==> src/rtl/store_narrow_buffer_pkg.sv <==
// Shared definitions for the store narrowing buffer: store op encodings,
// byte-enable patterns and the layout of one buffered store entry.
// Optional feature macro: STORE_MERGE_EN (see store_narrow_buffer.sv).
package store_narrow_buffer_pkg;

  // Store width encodings presented on in_op
  localparam logic [1:0] STORE_SW  = 2'b00;
  localparam logic [1:0] STORE_SH  = 2'b01;
  localparam logic [1:0] STORE_SB  = 2'b10;
  localparam logic [1:0] STORE_RSV = 2'b11;

  // Byte-enable patterns for word and halfword stores
  localparam logic [3:0] BE_WORD = 4'b1111;
  localparam logic [3:0] BE_LO   = 4'b0011;
  localparam logic [3:0] BE_HI   = 4'b1100;

  // One buffered store: word address (bits 31:2), lane-positioned data and enables
  typedef struct packed {
    logic [29:0] waddr;
    logic [31:0] data;
    logic [3:0]  be;
  } sb_entry_t;

endpackage

==> src/rtl/store_narrow_buffer_lane_pack.sv <==
// store_lane_pack: combinational narrowing of LSB-justified register data
// into memory lane positions with byte enables, plus misalignment detection.
// A reserved op is reported as misaligned so the caller drops it.
module store_lane_pack
  import store_narrow_buffer_pkg::*;
(
  input  logic [1:0]  i_op,
  input  logic [1:0]  i_addr_lo,
  input  logic [31:0] i_wdata,
  output logic [31:0] o_data,
  output logic [3:0]  o_be,
  output logic        o_misalign
);

  // Place the store bytes into their lanes and flag illegal alignment
  always_comb begin
    o_data     = 32'h0;
    o_be       = 4'b0000;
    o_misalign = 1'b0;
    case (i_op)
      STORE_SW: begin
        o_data     = i_wdata;
        o_be       = BE_WORD;
        o_misalign = (i_addr_lo != 2'b00);
      end
      STORE_SH: begin
        o_misalign = i_addr_lo[0];
        if (i_addr_lo[1]) begin
          o_data = {i_wdata[15:0], 16'h0000};
          o_be   = BE_HI;
        end else begin
          o_data = {16'h0000, i_wdata[15:0]};
          o_be   = BE_LO;
        end
      end
      STORE_SB: begin
        o_data = {24'h000000, i_wdata[7:0]} << {i_addr_lo, 3'b000};
        o_be   = 4'b0001 << i_addr_lo;
      end
      default: begin
        o_misalign = 1'b1;
      end
    endcase
  end

endmodule

==> src/rtl/store_narrow_buffer.sv <==
// store_narrow_buffer: narrows CPU stores to byte/half/word lanes and queues
// them in a DEPTH-entry FIFO that drains to data memory.
// Optional feature macro: STORE_MERGE_EN -- an aligned store hitting the same
// word as the (not-being-popped) tail entry is merged into it instead of
// allocating a new entry.
//
// Handshakes: both sides use valid/ready. A transfer happens on the rising
// edge where valid && ready are both high; valid must not depend on ready.
// in_ready and out_valid are derived from the occupancy count only, so a full
// buffer refuses input even in a cycle where the head is being popped.
module store_narrow_buffer
  import store_narrow_buffer_pkg::*;
#(
  parameter int DEPTH = 4,
  parameter int CNT_W = 3
) (
  input  logic             clk,
  input  logic             reset,
  input  logic             in_valid,
  output logic             in_ready,
  input  logic [1:0]       in_op,
  input  logic [31:0]      in_addr,
  input  logic [31:0]      in_wdata,
  output logic             out_valid,
  input  logic             out_ready,
  output logic [31:0]      out_addr,
  output logic [31:0]      out_data,
  output logic [3:0]       out_be,
  output logic             align_err,
  output logic [CNT_W-1:0] count
);

  localparam int PTR_W = CNT_W - 1;

  sb_entry_t        r_mem [DEPTH];
  logic [PTR_W-1:0] r_wr_ptr;
  logic [PTR_W-1:0] r_rd_ptr;
  logic [CNT_W-1:0] r_count;
  logic             r_align_err;

  logic [31:0]      w_pack_data;
  logic [3:0]       w_pack_be;
  logic             w_misalign;
  logic             w_accept;
  logic             w_pop;
  logic             w_enq;
  logic             w_alloc;
  sb_entry_t        w_head;

  store_lane_pack u_pack (
    .i_op       (in_op),
    .i_addr_lo  (in_addr[1:0]),
    .i_wdata    (in_wdata),
    .o_data     (w_pack_data),
    .o_be       (w_pack_be),
    .o_misalign (w_misalign)
  );

  assign in_ready  = (r_count != CNT_W'(DEPTH));
  assign out_valid = (r_count != '0);
  assign w_accept  = in_valid && in_ready;
  assign w_pop     = out_valid && out_ready;
  // Rejected stores still complete the handshake but never touch the FIFO
  assign w_enq     = w_accept && !w_misalign;

`ifdef STORE_MERGE_EN
  logic [PTR_W-1:0] w_tail_ptr;
  logic             w_merge;

  assign w_tail_ptr = r_wr_ptr - 1'b1;
  // With one entry the tail is the head, so it may not merge while leaving
  assign w_merge    = w_enq && (r_count != '0) &&
                      (r_mem[w_tail_ptr].waddr == in_addr[31:2]) &&
                      !(w_pop && (r_count == CNT_W'(1)));
  assign w_alloc    = w_enq && !w_merge;
`else
  assign w_alloc    = w_enq;
`endif

  // Entry storage: allocate at the write pointer or merge into the tail
  always_ff @(posedge clk) begin
    if (w_alloc) begin
      r_mem[r_wr_ptr].waddr <= in_addr[31:2];
      r_mem[r_wr_ptr].data  <= w_pack_data;
      r_mem[r_wr_ptr].be    <= w_pack_be;
    end
`ifdef STORE_MERGE_EN
    else if (w_merge) begin
      for (int i = 0; i < 4; i++) begin
        if (w_pack_be[i]) begin
          r_mem[w_tail_ptr].data[8*i +: 8] <= w_pack_data[8*i +: 8];
        end
      end
      r_mem[w_tail_ptr].be <= r_mem[w_tail_ptr].be | w_pack_be;
    end
`endif
  end

  // Pointers, occupancy and the one-cycle reject pulse
  always_ff @(posedge clk) begin
    if (reset) begin
      r_wr_ptr    <= '0;
      r_rd_ptr    <= '0;
      r_count     <= '0;
      r_align_err <= 1'b0;
    end else begin
      if (w_alloc) begin
        r_wr_ptr <= r_wr_ptr + 1'b1;
      end
      if (w_pop) begin
        r_rd_ptr <= r_rd_ptr + 1'b1;
      end
      case ({w_alloc, w_pop})
        2'b10:   r_count <= r_count + 1'b1;
        2'b01:   r_count <= r_count - 1'b1;
        default: r_count <= r_count;
      endcase
      r_align_err <= w_accept && w_misalign;
    end
  end

  // Outputs come straight from the head entry; stale content when empty
  assign w_head    = r_mem[r_rd_ptr];
  assign out_addr  = {w_head.waddr, 2'b00};
  assign out_data  = w_head.data;
  assign out_be    = w_head.be;
  assign align_err = r_align_err;
  assign count     = r_count;

endmodule

==> config.mk <==
export PLATFORM = sky130hd
export DESIGN_NAME = store_narrow_buffer
export DESIGN_NICKNAME = d
export VERILOG_FILES = /design/src/rtl/store_narrow_buffer_pkg.sv /design/src/rtl/store_narrow_buffer_lane_pack.sv /design/src/rtl/store_narrow_buffer.sv
export SDC_FILE = /design/constraint.sdc
export NUM_CORES = 1
export LEC_CHECK = 0
export CAP_MARGIN = 25
export CELL_PAD_IN_SITES_DETAIL_PLACEMENT = 0
export CELL_PAD_IN_SITES_GLOBAL_PLACEMENT = 1
export CORE_UTILIZATION = 43
export DETAILED_ROUTE_END_ITERATION = 16
export PLACE_DENSITY_LB_ADDON = 0.08
export SLEW_MARGIN = 30
export SYNTH_ARGS = -nofsm -noshare
export SYNTH_HDL_FRONTEND = slang
export SYNTH_SLANG_ARGS = --single-unit
==> constraint.sdc <==
create_clock -name clk -period 3.49 [get_ports clk]
set_clock_uncertainty 0.2 [all_clocks]
set_input_delay 0.698 -clock clk [delete_from_list [all_inputs] [get_ports clk]]
set_output_delay 0.698 -clock clk [all_outputs]
set_load 0.05 [all_outputs]
==> impl_metrics.py <==
metrics = {
    "clocking": {
        "clockRootBuffer": "clkbuf_16",
        "clockBufferDepth": 3,
        "clock_latency_ns": 0.53,
        "cts_max_level": 1,
        "cts_resized": 0,
        "numClockSinks": 274,
        "numCtsBuffers": 28,
        "cts_setup_buffers": 0,
        "path_clk_slew_ns": 0.06,
        "cts_tree": "done",
        "holdBufCountCts": 0,
    },
    "yosys": {
        "synth_seq_cells": 274,
        "synth_top_area_cell": "edfxtp_1",
        "synth_top_area_share_pct": 74.98,
        "synthTopCellsByArea": "edfxtp_1 75%, mux4_2 14%, dfxtp_1 1.9%, a222oi_1 0.66%, a22o_1 0.66%",
        "avgSynthCellArea_sq_um": 21.45,
        "yosys_warnings": 0,
        "synth.yosys.seq_area_share_pct": 76.88,
        "netlist_area_sq_um": 10570,
        "ys_types": 38,
        "syn_inst": 493,
    },
    "timing": {
        "period_share_pct": 95.29,
        "relSlewSlack_pct": 55.93,
        "finalCriticalPeriod_ns": 3.326,
        "timing.fmax_mhz": 300.7,
        "setup_ws_ns": 0.1643,
        "setup_tns_ns": 0,
        "setup_viol": 0,
        "tightest_slew_ns": 0.6587,
        "rsz0062_at_grt": "false",
        "drv_slew": 0,
        "hold_viol_final": 0,
    },
    "placement": {
        "place_congestion": 0.8086,
        "place_hpwl_microns": 14100,
        "dp_slack_ns": 0.1285,
        "port_buffers": 141,
    },
    "worst_setup_path": {
        "end_kind": "output pin",
        "worstSetupStartpointType": "flip-flop",
        "cpPeakStageDelay_ns": 0.72,
        "worstPathRequired_ns": 2.59,
        "crit_buf_inv": 2,
        "cp_max_fo": 25,
        "cpMaxStageDelayCell": "clkdlybuf4s50_1",
        "criticalPathCategory": "flip-flop to output pin",
        "crit_chain": "buf_12, mux4_2, clkdlybuf4s50_1",
        "path_delay_family": "buffers and inverters",
        "arrival_ns": 2.43,
    },
    "power_and_ir_drop": {
        "max-vdd-ir-drop_v": 0.0004221,
        "pwr_density_cell_nw_per_um2": 713.4,
        "p_total_mw": 9.565,
        "power_leakage_nw": 4.404,
    },
    "global_routing": {
        "grt_pass1_wl_microns": 33100,
        "overflow": 0,
        "grt_pass1_vias": 5716,
        "antenna_found_initial": 0,
        "grt_max_degree": 35,
        "grtUsageTotal_pct": 17.38,
    },
    "layout": {
        "nNetsFinal": 741,
        "num_antenna_cells": 0,
        "final_cell_mix": "264 x edfxtp_1, 105 x clkdlybuf4s50_1, 66 x mux4_2",
        "drive_gt1_share_pct": 25.66,
        "fill_cells": 1912,
        "final_common_cell": "edfxtp_1",
        "syn2layout_area_growth_pct": 26.82,
    },
    "die": {
        "start_util_pct": 43.60,
        "die_y_microns": 158.8,
        "core_area_sq_um": 24250,
        "rows": 57,
        "io_pins": 144,
        "die-area_sq_um": 25220,
        "die_w_microns": 158.8,
    },
    "drt": {
        "drtIter0Drc": 315,
        "vias": 5263,
        "dr.pass1.iters": 5,
        "vias_per_cell": 5.211,
        "wl_per_cell_microns": 21.28,
        "drc_errors": 0,
        "ant_nets": 0,
        "wl_microns": 21490,
    },
    "flow_run": {
        "maxCapViolCount": 0,
    },
    "run_status": {
        "status": "complete, no violations",
    },
    "worst_hold_path": {
        "hp-class": "flip-flop to flip-flop",
    },
}
## worst paths after layout
check	endpoint	cells past startpoint	from	slack, ns
max	out_addr[31]	3	flip-flop	0.16
min	flip-flop	2	r_rd_ptr[1]$_SDFFE_PP0P_	0.33
max reg2reg	count[2]$_SDFFE_PP0P_	10	count[0]$_SDFFE_PP0P_	1.17
min reg2reg	flip-flop	2	r_rd_ptr[1]$_SDFFE_PP0P_	0.33
## per-layer routing
layer	global-route usage, %	up-vias	part of all wire (%)	routed length, microns
li1	-	2386	-	-
met2	28.69	180	48	10410
met3	3.004	33	5.4	1151
met5	0	-	0	0
met1	24.14	2664	44	9509
met4	4.148	0	2.0	420
## metrics by stage
stage	instance area (sq um)	instances	hold slack, ns	util, %
floorplan	10580	494	0.2820	-
global placement	12540	959	0.2945	51.72
detailed placement	12540	959	0.3294	51.72
CTS	13410	1010	0.3395	55.29
global route	13410	1010	0.3593	55.29
finish	13410	1010	0.3313	55.29
## kinds of logic after synthesis
kind of cell	Yosys count	synth area share, %
AOI/OAI and AO/OA	42	2.876
xor gates and xnor gates	4	0.3314
adders and majority gates	6	0.7811
buffers and inverters	41	1.858
DFF	274	76.88
muxes	70	14.49
other	1	0.03547
and+or+nand+nor	55	2.757
## worst register-to-register path: cells and delay by family, from the launching register on
| family | cells | cell delay, ns |
|---|---|---|
| AOI/OAI and AO/OA | 1 | 0.13 |
| xor gates and xnor gates | 1 | 0.16 |
| adders and majority gates | 2 | 0.53 |
| buffers and inverters | 3 | 0.23 |
| DFF | 1 | 0.35 |
| and+or+nand+nor | 3 | 0.64 |
## flip-flops by register name, summed over array words and instances, names as in the netlist, named ones only
register / flops
r_rd_ptr: 2
align_err: 1
r_wr_ptr: 2
count: 3
r_mem: 264
## cells in the mapped netlist, drive strengths merged
| library cell | count |
|---|---|
| a32oi | 1 |
| a21o | 2 |
| clkbuf | 5 |
| mux2 | 1 |
| edfxtp | 264 |
| conb | 1 |
| nor3 | 1 |
| inv | 14 |
| fa | 1 |
| or3 | 2 |
| a31oi | 8 |
| nor3b | 1 |
| ha | 5 |
| nand2b | 2 |
| and2 | 11 |
| dfxtp | 10 |
| a22o | 8 |
| xnor2 | 1 |
| nor2 | 11 |
| a222oi | 7 |
| nor2b | 9 |
| and3 | 3 |
| and2b | 1 |
| buf | 22 |
| mux2i | 3 |
| nand2 | 13 |
| o21ai | 10 |
| o31a | 2 |
| xor2 | 3 |
| mux4 | 66 |
| nand3 | 1 |
| o22ai | 2 |
| a21oi | 2 |
## area by class of cell
| class | instances | area (sq um) | share of cell area [%] |
|---|---|---|---|
| Clock buffer | 37 | 734.5 | 5.478 |
| Multi-Input combinational cell | 179 | 2262 | 16.87 |
| Clock inverter | 14 | 131.4 | 0.9798 |
| Inverter | 14 | 52.55 | 0.3919 |
| Tap cell | 324 | 405.4 | 3.024 |
| Sequential cell | 274 | 8135 | 60.68 |
| Timing Repair Buffer | 168 | 1687 | 12.58 |
## power breakdown
group	internal [mW]	switching (mW)
Combinational	1.14	1.80
Sequential	3.76	0.0689
Clock	1.63	1.17
Total	6.53	3.04
Power figures use the tool's default switching activity.
==> patch (same flow settings) <==
Change the parameter `DEPTH` from 4 to 16.
--- a/src/rtl/store_narrow_buffer.sv
+++ b/src/rtl/store_narrow_buffer.sv
@@ -13,3 +13,3 @@
 #(
-  parameter int DEPTH = 4,
+  parameter int DEPTH = 16,
   parameter int CNT_W = 3
Function: changed (a bounded check fails within 4 cycles, from zero or initial values and one cycle with reset high).
==> patch against the original RTL <==
Routed wire length fell by 1.3%; final area decreased by 0.16%; maximum frequency fell by 1.4%; worst setup slack worse by 0.048 ns; sequential cell count stayed put; via count is 0.21% higher; area after synthesis rose by 0.54%; critical path depth stayed put; synthesized cell count grew 0.20%; sequential share of layout area increased by 0.097 points.
Power is not compared: it rests on default switching activity, and its combinational part moved more than twofold at a synthesized area within 25%.
==> patch: results (changes against the original RTL) <==
* Layout cell share with drive strength beyond 1 at 25.04% (-0.62 points)
* Commonest cells in the netlist: edfxtp_1 (264), mux4_2 (66), inv_1 (14)
* Met1 usage at 24.35% (+0.22 points)
* Peak fanout along the critical path at 41 (+64%)
* GRT met3 Usage at 3.334% (+0.33 points)
* Fillers at 1,909 (-0.16%)
* Synth area leaders: edfxtp_1 (75%), mux4_2 (14%), dfxtp_1 (1.9%)
* Pre-CTS setup slack at 0.2508 ns (+0.1223 ns)
* Cell variety after synth at 41 (+7.9%)
* Finished Cell Area at 0.01339 mm² (-0.16%)
* Layout net count at 734 (-0.94%)
* WL met2 at 10.39 mm (-0.13%)
* R2R Setup Slk at 0.77 ns (-0.40 ns)
* Syn Area/Cell at 21.52 µm² (+0.34%)
* Synth Area in XOR/XNOR at 0.3296% (-0.0018 points)
* Status: complete, no violations
* Global-route wire length before repair at 32.78 mm (-0.96%)
* Pin count of the biggest net entering global routing at 45 (+29%)
* Worst r2r src: count[2]
* FF-to-FF path depth at 9 (-1)
* Cells after DPL at 952 (-0.73%)
* Routed wl met3 at 1.248 mm (+8.4%)
* Detailed Routing Iterations Pass 1 at 7 (+2)
* Relative slew slack at 52.87% (-3.1 points)
* Mux cell area share after synthesis at 14.36% (-0.13 points)
* M1 WL at 9.298 mm (-2.2%)
* Post-synthesis sequential area ratio at 76.46% (-0.42 points)
* Dpl hpwl at 13.54 mm (-3.9%)
* Area after DPL at 0.01244 mm² (-0.79%)
* All-Layer GR Usage at 17.18% (-0.19 points)
* WP data arrival at 2.48 ns (+0.05 ns)
* Compound-Gate Fraction of Synth Area at 3.084% (+0.21 points)
* Routed WL at 21.21 mm (-1.3%)
* Gpl congestion at 0.8031 (-0.68%)
* Worst hold slack at 0.3285 ns (-0.002759 ns)
* Via count at 5,274 (+0.21%)
* Post-Synth Adder-Cell Area at 0.7768% (-0.0042 points)
## patch: logic make-up after synthesis
group                      after synthesis
other                                    1
xor gates and xnor gates                 4
and+or+nand+nor                         54
muxes                                   69
adders and majority gates                6
DFF                                    274
AOI/OAI and AO/OA                       44
buffers and inverters                   42
## patch: what timing repair did
| item | 4_1_cts | 5_1_grt |
|---|---|---|
| gates resized for setup | 0 | 19 |
| setup buffers | 0 | 0 |
| setup endpoints to repair | 0 | 19 |
| hold buffers | 0 | 0 |
## patch: power by group
part	leakage [nW]	total (W)	switching [W]	internal, W
Sequential	2.29	0.00361	0.0000000000000000000315	0.00361
Combinational	1.52	0.000212	0.000113	0.0000988
Clock	0.441	0.00283	0.00113	0.00169
## patch: final cells by class
| type | instances | share of cell area, % |
|---|---|---|
| multi-input combinational | 179 | 17.24 |
| clock inverter | 9 | 0.4954 |
| sequential | 274 | 60.77 |
| timing repair buffer | 161 | 11.91 |
| inverter | 14 | 0.3926 |
| tap | 324 | 3.028 |
| clock buffer | 42 | 6.159 |
